<file path="config.mk">
export PLATFORM = sky130hd
export DESIGN_NAME = vecgate_scoreboard
export DESIGN_NICKNAME = d
export VERILOG_FILES = /design/src/rtl/vecgate_scoreboard.sv
export SDC_FILE = /design/constraint.sdc
export NUM_CORES = 1
export LEC_CHECK = 0
export CAP_MARGIN = 20
export CORE_AREA = 8 8 148 150
export DETAILED_ROUTE_END_ITERATION = 16
export DIE_AREA = 0 0 156 158
export DONT_BUFFER_PORTS = 1
export GPL_ROUTABILITY_DRIVEN = 0
export PLACE_DENSITY_LB_ADDON = 0.05
export SYNTH_ARGS = -nofsm -noshare
export SYNTH_HDL_FRONTEND = slang
export SYNTH_SLANG_ARGS = --single-unit
</file>
<file path="constraint.sdc">
create_clock -name clk -period 3.4 [get_ports clk]
set_input_delay 0.51 -clock clk [delete_from_list [all_inputs] [get_ports clk]]
set_output_delay 0.51 -clock clk [all_outputs]
set_load 0.005 [all_outputs]
</file>
<file path="src/rtl/vecgate_scoreboard.sv">
// vecgate_scoreboard: checks the vector-gates block against a reference model.
// For each accepted sample it compares the bitwise-OR, logical-OR and NOT
// results. It keeps saturating per-field and total error counters and stamps
// the sample index of the first error per field. After N_SAMPLES accepted
// samples it stops and shows a pass/fail verdict.
//
// Handshake: a sample is consumed on a rising edge iff the block is in RUN
// and sample_valid is high. There is no backpressure; sample_valid outside
// RUN is ignored. start is honoured in IDLE or DONE only. A start in DONE
// that arrives with sample_valid opens a fresh run and drops that sample.
module vecgate_scoreboard #(
    parameter int CNT_W     = 16,
    parameter int ERR_W     = 16,
    parameter int N_SAMPLES = 430
) (
    input  logic             clk,
    input  logic             rst_n,
    input  logic             start,
    input  logic             sample_valid,
    input  logic [2:0]       ref_or_bitwise,
    input  logic [2:0]       dut_or_bitwise,
    input  logic             ref_or_logical,
    input  logic             dut_or_logical,
    input  logic [5:0]       ref_not,
    input  logic [5:0]       dut_not,
    output logic             busy,
    output logic             done,
    output logic             pass,
    output logic             mismatch,
    output logic [CNT_W-1:0] sample_cnt,
    output logic [ERR_W-1:0] err_total,
    output logic [ERR_W-1:0] err_bitwise,
    output logic [ERR_W-1:0] err_logical,
    output logic [ERR_W-1:0] err_not,
    output logic [CNT_W-1:0] first_err_total,
    output logic [CNT_W-1:0] first_err_bitwise,
    output logic [CNT_W-1:0] first_err_logical,
    output logic [CNT_W-1:0] first_err_not
);

    typedef enum logic [1:0] {
        ST_IDLE = 2'd0,
        ST_RUN  = 2'd1,
        ST_DONE = 2'd2
    } state_e;

    // An all-ones stamp means no error has been seen for that field yet.
    localparam logic [CNT_W-1:0] STAMP_NONE = '1;
    localparam logic [ERR_W-1:0] ERR_MAX    = '1;
    localparam logic [CNT_W-1:0] LAST_IDX   = CNT_W'(N_SAMPLES - 1);

    state_e           state_q, state_d;
    logic             mismatch_q, mismatch_d;
    logic [CNT_W-1:0] sample_cnt_q, sample_cnt_d;
    logic [ERR_W-1:0] err_total_q, err_total_d;
    logic [ERR_W-1:0] err_bitwise_q, err_bitwise_d;
    logic [ERR_W-1:0] err_logical_q, err_logical_d;
    logic [ERR_W-1:0] err_not_q, err_not_d;
    logic [CNT_W-1:0] first_total_q, first_total_d;
    logic [CNT_W-1:0] first_bitwise_q, first_bitwise_d;
    logic [CNT_W-1:0] first_logical_q, first_logical_d;
    logic [CNT_W-1:0] first_not_q, first_not_d;

    logic accept;
    logic start_run;
    logic flag_b, flag_l, flag_n, flag_t;

    // Add one to a counter unless the flag is clear or the counter is saturated.
    function automatic logic [ERR_W-1:0] sat_inc(input logic [ERR_W-1:0] cnt,
                                                 input logic             flag);
        if (flag && (cnt != ERR_MAX)) begin
            return cnt + ERR_W'(1);
        end
        return cnt;
    endfunction

    // Stamp the current index only on the first error of the run.
    function automatic logic [CNT_W-1:0] stamp(input logic [CNT_W-1:0] cur,
                                               input logic             flag,
                                               input logic [CNT_W-1:0] idx);
        if (flag && (cur == STAMP_NONE)) begin
            return idx;
        end
        return cur;
    endfunction

    // Per-field compare flags, the accept qualifier and the start qualifier.
    always_comb begin
        flag_b    = (ref_or_bitwise != dut_or_bitwise);
        flag_l    = (ref_or_logical != dut_or_logical);
        flag_n    = (ref_not != dut_not);
        flag_t    = flag_b | flag_l | flag_n;
        accept    = (state_q == ST_RUN) && sample_valid;
        start_run = start && (state_q != ST_RUN);
    end

    // Next-state logic for the FSM.
    always_comb begin
        state_d = state_q;
        case (state_q)
            ST_IDLE: begin
                if (start) state_d = ST_RUN;
            end
            ST_RUN: begin
                if (accept && (sample_cnt_q == LAST_IDX)) state_d = ST_DONE;
            end
            ST_DONE: begin
                if (start) state_d = ST_RUN;
            end
            default: state_d = ST_IDLE;
        endcase
    end

    // Next values for the counters, stamps and mismatch pulse.
    always_comb begin
        mismatch_d      = 1'b0;
        sample_cnt_d    = sample_cnt_q;
        err_total_d     = err_total_q;
        err_bitwise_d   = err_bitwise_q;
        err_logical_d   = err_logical_q;
        err_not_d       = err_not_q;
        first_total_d   = first_total_q;
        first_bitwise_d = first_bitwise_q;
        first_logical_d = first_logical_q;
        first_not_d     = first_not_q;
        if (start_run) begin
            sample_cnt_d    = '0;
            err_total_d     = '0;
            err_bitwise_d   = '0;
            err_logical_d   = '0;
            err_not_d       = '0;
            first_total_d   = STAMP_NONE;
            first_bitwise_d = STAMP_NONE;
            first_logical_d = STAMP_NONE;
            first_not_d     = STAMP_NONE;
        end else if (accept) begin
            mismatch_d      = flag_t;
            sample_cnt_d    = sample_cnt_q + CNT_W'(1);
            err_total_d     = sat_inc(err_total_q, flag_t);
            err_bitwise_d   = sat_inc(err_bitwise_q, flag_b);
            err_logical_d   = sat_inc(err_logical_q, flag_l);
            err_not_d       = sat_inc(err_not_q, flag_n);
            first_total_d   = stamp(first_total_q, flag_t, sample_cnt_q);
            first_bitwise_d = stamp(first_bitwise_q, flag_b, sample_cnt_q);
            first_logical_d = stamp(first_logical_q, flag_l, sample_cnt_q);
            first_not_d     = stamp(first_not_q, flag_n, sample_cnt_q);
        end
    end

    // State and datapath registers; reset returns everything to the idle values.
    always_ff @(posedge clk or negedge rst_n) begin
        if (!rst_n) begin
            state_q         <= ST_IDLE;
            mismatch_q      <= 1'b0;
            sample_cnt_q    <= '0;
            err_total_q     <= '0;
            err_bitwise_q   <= '0;
            err_logical_q   <= '0;
            err_not_q       <= '0;
            first_total_q   <= STAMP_NONE;
            first_bitwise_q <= STAMP_NONE;
            first_logical_q <= STAMP_NONE;
            first_not_q     <= STAMP_NONE;
        end else begin
            state_q         <= state_d;
            mismatch_q      <= mismatch_d;
            sample_cnt_q    <= sample_cnt_d;
            err_total_q     <= err_total_d;
            err_bitwise_q   <= err_bitwise_d;
            err_logical_q   <= err_logical_d;
            err_not_q       <= err_not_d;
            first_total_q   <= first_total_d;
            first_bitwise_q <= first_bitwise_d;
            first_logical_q <= first_logical_d;
            first_not_q     <= first_not_d;
        end
    end

    // Outputs come straight from registers. The verdict is gated by DONE.
    always_comb begin
        busy              = (state_q == ST_RUN);
        done              = (state_q == ST_DONE);
        pass              = (state_q == ST_DONE) && (err_total_q == '0);
        mismatch          = mismatch_q;
        sample_cnt        = sample_cnt_q;
        err_total         = err_total_q;
        err_bitwise       = err_bitwise_q;
        err_logical       = err_logical_q;
        err_not           = err_not_q;
        first_err_total   = first_total_q;
        first_err_bitwise = first_bitwise_q;
        first_err_logical = first_logical_q;
        first_err_not     = first_not_q;
    end

endmodule
</file>
==> results.yml, run 1 <==
status:
  status: "finished with violations"
  violations: "negative hold slack"
power_and_ir_drop:
  leakagePower_uw: 0.00342
  irDropWorstVdd_uv: 312
  power.total_uw: 4830
  pwr-share-comb_pct: 8.5
  share_seq_of_total_power_pct: 48.9
  clkPwrFrac_pct: 42.6
  cellPowerDensity_mw_per_mm2: 593
  internal-power_uw: 3400
  switching_power_uw: 1430
  sw_frac_of_total_pct: 29.6
clock_network:
  post_cts_buffers: 0
  cts_tree: "yes"
  htree_levels: 4
  cts_sinks: 147
  cts_root_buf: "clkbuf_16"
  cts_resized: 0
  numCtsBuffers: 17
  cts_max_path_buffers: 2
  clock_latency_ns: 0.41
  clk_pin_slew_ns: 0.06
synthesis:
  yosysWarnings: 0
  postSynthCellCount: 752
  synth-seq-cells: 147
  ys.flop_type: "dfrtp_1"
  netlist.top_cell.by_area: "dfrtp_1"
  netlist_area_sq_mm: 0.00731
  synth-edff-count: 0
  async_flop_share_pct: 100
  post_synth_num_cell_types: 56
  synth_area_leaders: "dfrtp_1, dfstp_2, nand2_1"
  yosys.area.top_type_share_pct: 28.4
  syn_nets: 783
  yosysSeqAreaShare_pct: 51.4
  synth.avg_cell_area_sq_um: 9.72
drt:
  wl_per_cell_um: 21.6
  ant_nets: 0
  num_vias: 5841
  viasPerCell: 5.75
  firstDrtPassIters: 5
  drc_errors: 0
  wl_um: 22000
  drtIter0Drc: 400
die:
  start_util_pct: 37.1
  ioPinCount: 172
  core-area_sq_mm: 0.0197
  rows: 52
  die_area_sq_mm: 0.0246
  fp.dieW_um: 156
  die_h_um: 158
finish:
  antenna_cells: 0
  layout-drive-gt1-share_pct: 15.8
  area_growth_pct: 11.5
  postLayoutCellArea_sq_mm: 0.00815
  design.final.nets: 763
critical_path:
  cp-endpoint: "err_not[11]"
  crit_path_start: "state_q[1]"
  worstPathMaxFanout: 27
  critPathRequiredTime_ns: 3.73
  worst-setup-path-type: "reg2reg"
  ff2ff_path_depth: 4
  start_kind: "register"
  endpoint_kind: "register"
  cp.arrival_ns: 2.70
  reg2reg_slack_ns: 1.03
  r2r-end: "err_not[11]"
  regToRegStartpoint: "state_q[1]"
sta:
  rsz0062_at_grt: "false"
  tightestPinTransition_ns: 0.773
  fmax_ghz: 0.422
  hold_slack_ns: -0.196
  relSlewSlack_pct: 48.0
  finClkSkew_ns: 0.00761
  setup_violations: 0
  hold_viol_final: 111
  slew_violations: 0
  final.setup.tns_ns: 0
  fin_crit_ns: 2.37
  fin_crit_sh_pct: 69.7
place:
  place_hpwl_um: 15000
  dpl_cell_area_sq_mm: 0.00749
  io_buffers: 0
global_route:
  grt_pass1_wl_um: 34300
  grt_start_max_net_pins: 148
  antenna_found_initial: 0
  grt_overflow_total: 0
  grt_pass1_vias: 5731
  grt_use_total_pct: 17.9
flow_run:
  max_cap_violations: 0
hold_path:
  hp-class: "in2async"
==> final cells by class <==
class / instances / area, sq um
clock inverter: 13 / 188
clock buffer: 19 / 464
multi-input combinational: 532 / 3250
tap: 270 / 338
fill: 1906 / 11600
timing repair buffer: 6 / 45.0
sequential: 147 / 3760
inverter: 28 / 105
==> cell usage after synthesis (18+ instances only) <==
library cell	number
dfstp_2	64
nor3_1	26
xnor2_1	24
nor2_1	66
nand3_1	39
nor4_1	18
nand2_1	75
inv_1	28
a21oi_1	20
nand4_1	45
clkbuf_1	31
o21ai_0	45
dfrtp_1	83
o31ai_1	32
==> power groups by stage <==
stage | Sequential, uW | Clock [uW] | Combinational, uW
detailed placement | 2390 | 0 | 415
global placement | 2390 | 0 | 403
finish | 2360 | 2060 | 413
floorplan | 2200 | 0 | 372
global route | 2410 | 2190 | 478
CTS | 2370 | 2110 | 418
==> how the worst min path moves through the flow <==
stage,startpoint,endpoint,slack (ns),cells after the start
6_report,rst_n,sample_cnt[12],-0.20,0
5_1_grt,rst_n,err_total[0],-0.24,0
4_1_cts,rst_n,mismatch,-0.23,0
3_5_place_dp,rst_n,sample_cnt[6],0.23,0
3_3_place_gp,rst_n,sample_cnt[8],0.22,0
2_1_floorplan,rst_n,err_bitwise[0],0.21,0
==> kinds of logic after synthesis <==
family,Yosys count,share of synthesized area (%)
XOR/XNOR,39,4.68
AND/OR/NAND/NOR,331,23.5
AO/OA/AOI/OAI,143,13.3
flip-flops,147,51.4
multiplexers,12,1.66
buffers and inverters,73,4.14
adder cells (fa/ha/maj),7,1.20
==> registers in the layout (all words and copies together), names as in the netlist <==
register / cells
err_bitwise: 16
err_logical: 16
err_not: 16
err_total: 16
first_err_bitwise: 16
first_err_logical: 16
first_err_not: 16
first_err_total: 16
mismatch: 1
sample_cnt: 16
state_q: 2
==> layer usage <==
metal	wire [um]	part of all wire [%]	track usage (%)
met2	10200	46	28.1
met3	1990	9.1	6.17
met4	181	0.82	4.67
met1	9630	44	23.1
met5	0	0	0
==> critical path: stages (launching register included) <==
cell      delay (ns)
dfrtp_1         0.41
nand3b_1        0.53
a21o_1          0.58
or4_1           0.61
a21oi_1         0.15
==> cells in the final DEF (no fill, tap or decap), drive strengths merged, types with 4 or more instances in the layout <==
cell and n:
inv 34, or4 12, and3 10, o22a 16, mux2i 11, nor4 19
and4 10, a21oi 21, or3 5, buf 6, nand4 45, o21ai 45
xor2 15, a221o 8, and2 8, nand2 76, nor3 26, ha 7
nand3 39, nor2 67, o31ai 32, dfrtp 83, o211ai 4, xnor2 24
dfstp 64, clkbuf 19
==> metrics by stage <==
stage	worst slack (ns)	instances	util [%]	hold slack, ns
global route	0.837	1015	41.3	-0.236
CTS	1.04	1015	41.3	-0.227
floorplan	1.38	752	-	0.214
detailed placement	0.841	983	38.0	0.225
global placement	0.896	983	38.0	0.225
finish	1.03	1015	41.3	-0.196
(Power assumes the default switching activity.)
==> run 2, diff against run 1 <==
- ABC_AREA: unset -> 1
- CORE_AREA: 8 8 148 150 -> 8 8 155 157
- DIE_AREA: 0 0 156 158 -> 0 0 163 165
- clock period: 3.4 -> 1.9 ns (I/O delays scaled with it)
==> results.yml, run 2 <==
place:
  io_buffers: 0
  dpl_cell_area_sq_mm: 0.00874
  place_hpwl_um: 18100
  pre_cts_slack_ns: 0.0942
die:
  start_util_pct: 37.6
  die_h_um: 165
  die_area_sq_mm: 0.0269
  fp.dieW_um: 163
  rows: 54
  core-area_sq_mm: 0.0215
  ioPinCount: 172
synthesis:
  synth-edff-count: 0
  post_synth_num_cell_types: 44
  ys.flop_type: "dfrtp_1"
  postSynthCellCount: 1055
  yosysWarnings: 0
  synth.avg_cell_area_sq_um: 7.66
  synth-seq-cells: 147
  netlist.top_cell.by_area: "dfrtp_1"
  yosysSeqAreaShare_pct: 46.5
  synth_common_cells: "nand2_1, nor2_1, inv_1"
  syn_nets: 1086
  yosysMostFrequentCell: "nand2_1"
  netlist_area_sq_mm: 0.00808
  async_flop_share_pct: 100
  synth_area_leaders: "dfrtp_1, dfstp_2, nand2_1"
  yosys.area.top_type_share_pct: 25.7
power_and_ir_drop:
  power.total_uw: 10800
  leakagePower_uw: 0.00448
  cellPowerDensity_mw_per_mm2: 1150
  irDropWorstVdd_uv: 599
drt:
  met2_length_um: 12000
  maxUsedRoutingLayer: "met4"
  wl_per_cell_um: 17.6
  num_vias: 6890
  firstDrtPassIters: 5
  viasPerCell: 4.94
  wl_um: 24500
  drtIter0Drc: 403
  ant_nets: 0
  wl_met3_um: 1820
  drc_errors: 0
  wl_met1_um: 10600
sta:
  fin_crit_ns: 1.87
  fin_crit_sh_pct: 98.2
  slew_violations: 0
  fmax_ghz: 0.536
  finClkSkew_ns: 0.0140
  hold_slack_ns: -0.433
  relSlewSlack_pct: 63.4
  setup_violations: 0
  final.setup.tns_ns: 0
  setup_ws_ns: 0.0338
  hold_viol_final: 147
  rsz0062_at_grt: "true"
  tightestPinTransition_ns: 0.548
clock_network:
  cts_root_buf: "clkbuf_16"
  cts_tree: "yes"
  htree_levels: 4
  clk_pin_slew_ns: 0.07
  cts_max_path_buffers: 2
  clock_latency_ns: 0.42
  numCtsBuffers: 17
  cts_sinks: 147
finish:
  layout-drive-gt1-share_pct: 18.8
  antenna_cells: 0
  fill_cells: 2260
  final_core_util_pct: 43.7
  postLayoutCellArea_sq_mm: 0.00939
  design.final.nets: 1132
  final_common_cell: "nand2_1"
  area_growth_pct: 16.3
  layout_common_cells: "nand2_1, nor2_1, inv_1"
status:
  status: "finished with violations"
  violations: "negative hold slack"
global_route:
  grt_pass1_vias: 6935
  grt_overflow_total: 0
  grt_use_total_pct: 18.5
  antenna_found_initial: 0
  grt_start_max_net_pins: 148
  grt_pass1_wl_um: 39200
hold_path:
  hp-class: "in2async"
critical_path:
  crit_slowest_cell: "dfrtp_1"
  worstPathMaxFanout: 5
  cp_cell_sequence: "buf_6, nor2_4, nand4_1, nor4_2, buf_4"
  path_buf_inv: 2
  slowest_delay_ns: 0.39
  worst-setup-path-type: "reg2out"
  endpoint_kind: "output pin"
  critPathRequiredTime_ns: 1.62
  start_kind: "register"
  cp_top_family: "simple AND/OR/NAND/NOR gates"
  cp.arrival_ns: 1.58
flow_run:
  max_cap_violations: 0
run 2: cell type report:
type                       instances  area (sq um)  share of cell area, %
sequential                       147          3760                   40.0
tap                              280           350                   3.73
multi-input combinational        766          3760                   40.1
clock inverter                    14           131                   1.40
timing repair buffer              61           536                   5.70
inverter                         108           412                   4.38
clock buffer                      18           439                   4.68
run 2: per-stage QoR:
| step | hold WS [ns] | cells |
|---|---|---|
| 5_1_grt | -0.457 | 1394 |
| 3_3_place_gp | -0.00159 | 1359 |
| 4_1_cts | -0.465 | 1393 |
| 6_report | -0.433 | 1394 |
| 3_5_place_dp | -0.00309 | 1359 |
| 2_1_floorplan | -0.0106 | 1055 |
run 2: kinds of logic (layout without fill, tap and decap cells):
kind of cell,after synthesis,count (layout),share of synthesized area (%)
AOI/OAI and AO/OA,103,103,7.20
xor gates and xnor gates,30,30,3.25
adders and majority gates,7,7,1.08
buffers and inverters,142,201,7.39
DFF,147,147,46.5
and+or+nand+nor,626,626,34.5
run 2: timing repair:
| item | in CTS | in global routing |
|---|---|---|
| buffers inserted | 2 | 1 |
| resized for setup | 9 | 8 |
| hold endpoints to repair | 147 | 147 |
| endpoints found under the setup margin | 1 | 4 |
| pin swaps | 2 | 2 |
run 2: per-layer routing:
layer  vias to the layer above  global-route usage, %
li1                       3496                      -
met1                      3246                   22.7
met2                       139                   31.1
met3                         9                   6.56
met4                         0                   3.67
met5                         -                      0
run 2: report_power, final:
group / leakage, uW / internal, uW / total (uW) / switching, uW
Combinational: 0.00242 / 996 / 2420 / 1420
Clock: 0.000285 / 1770 / 3300 / 1520
Sequential: 0.00178 / 4130 / 5040 / 914
run 2: path summary, 6_finish.rpt:
check                           slack, ns  cells after the start                 end                 from
worst max-delay path                 0.03                      5                pass         err_total[4]
worst min-delay path                -0.43                      0      sample_cnt[15]                rst_n
worst max register to register       0.17                      7  first_err_total[4]  first_err_total[11]
worst min register to register       0.49                      2   first_err_not[13]    first_err_not[13]
max in group asynchronous            2.10                      0    first_err_not[2]                rst_n
min in group clk                     0.14                      3          state_q[1]                start
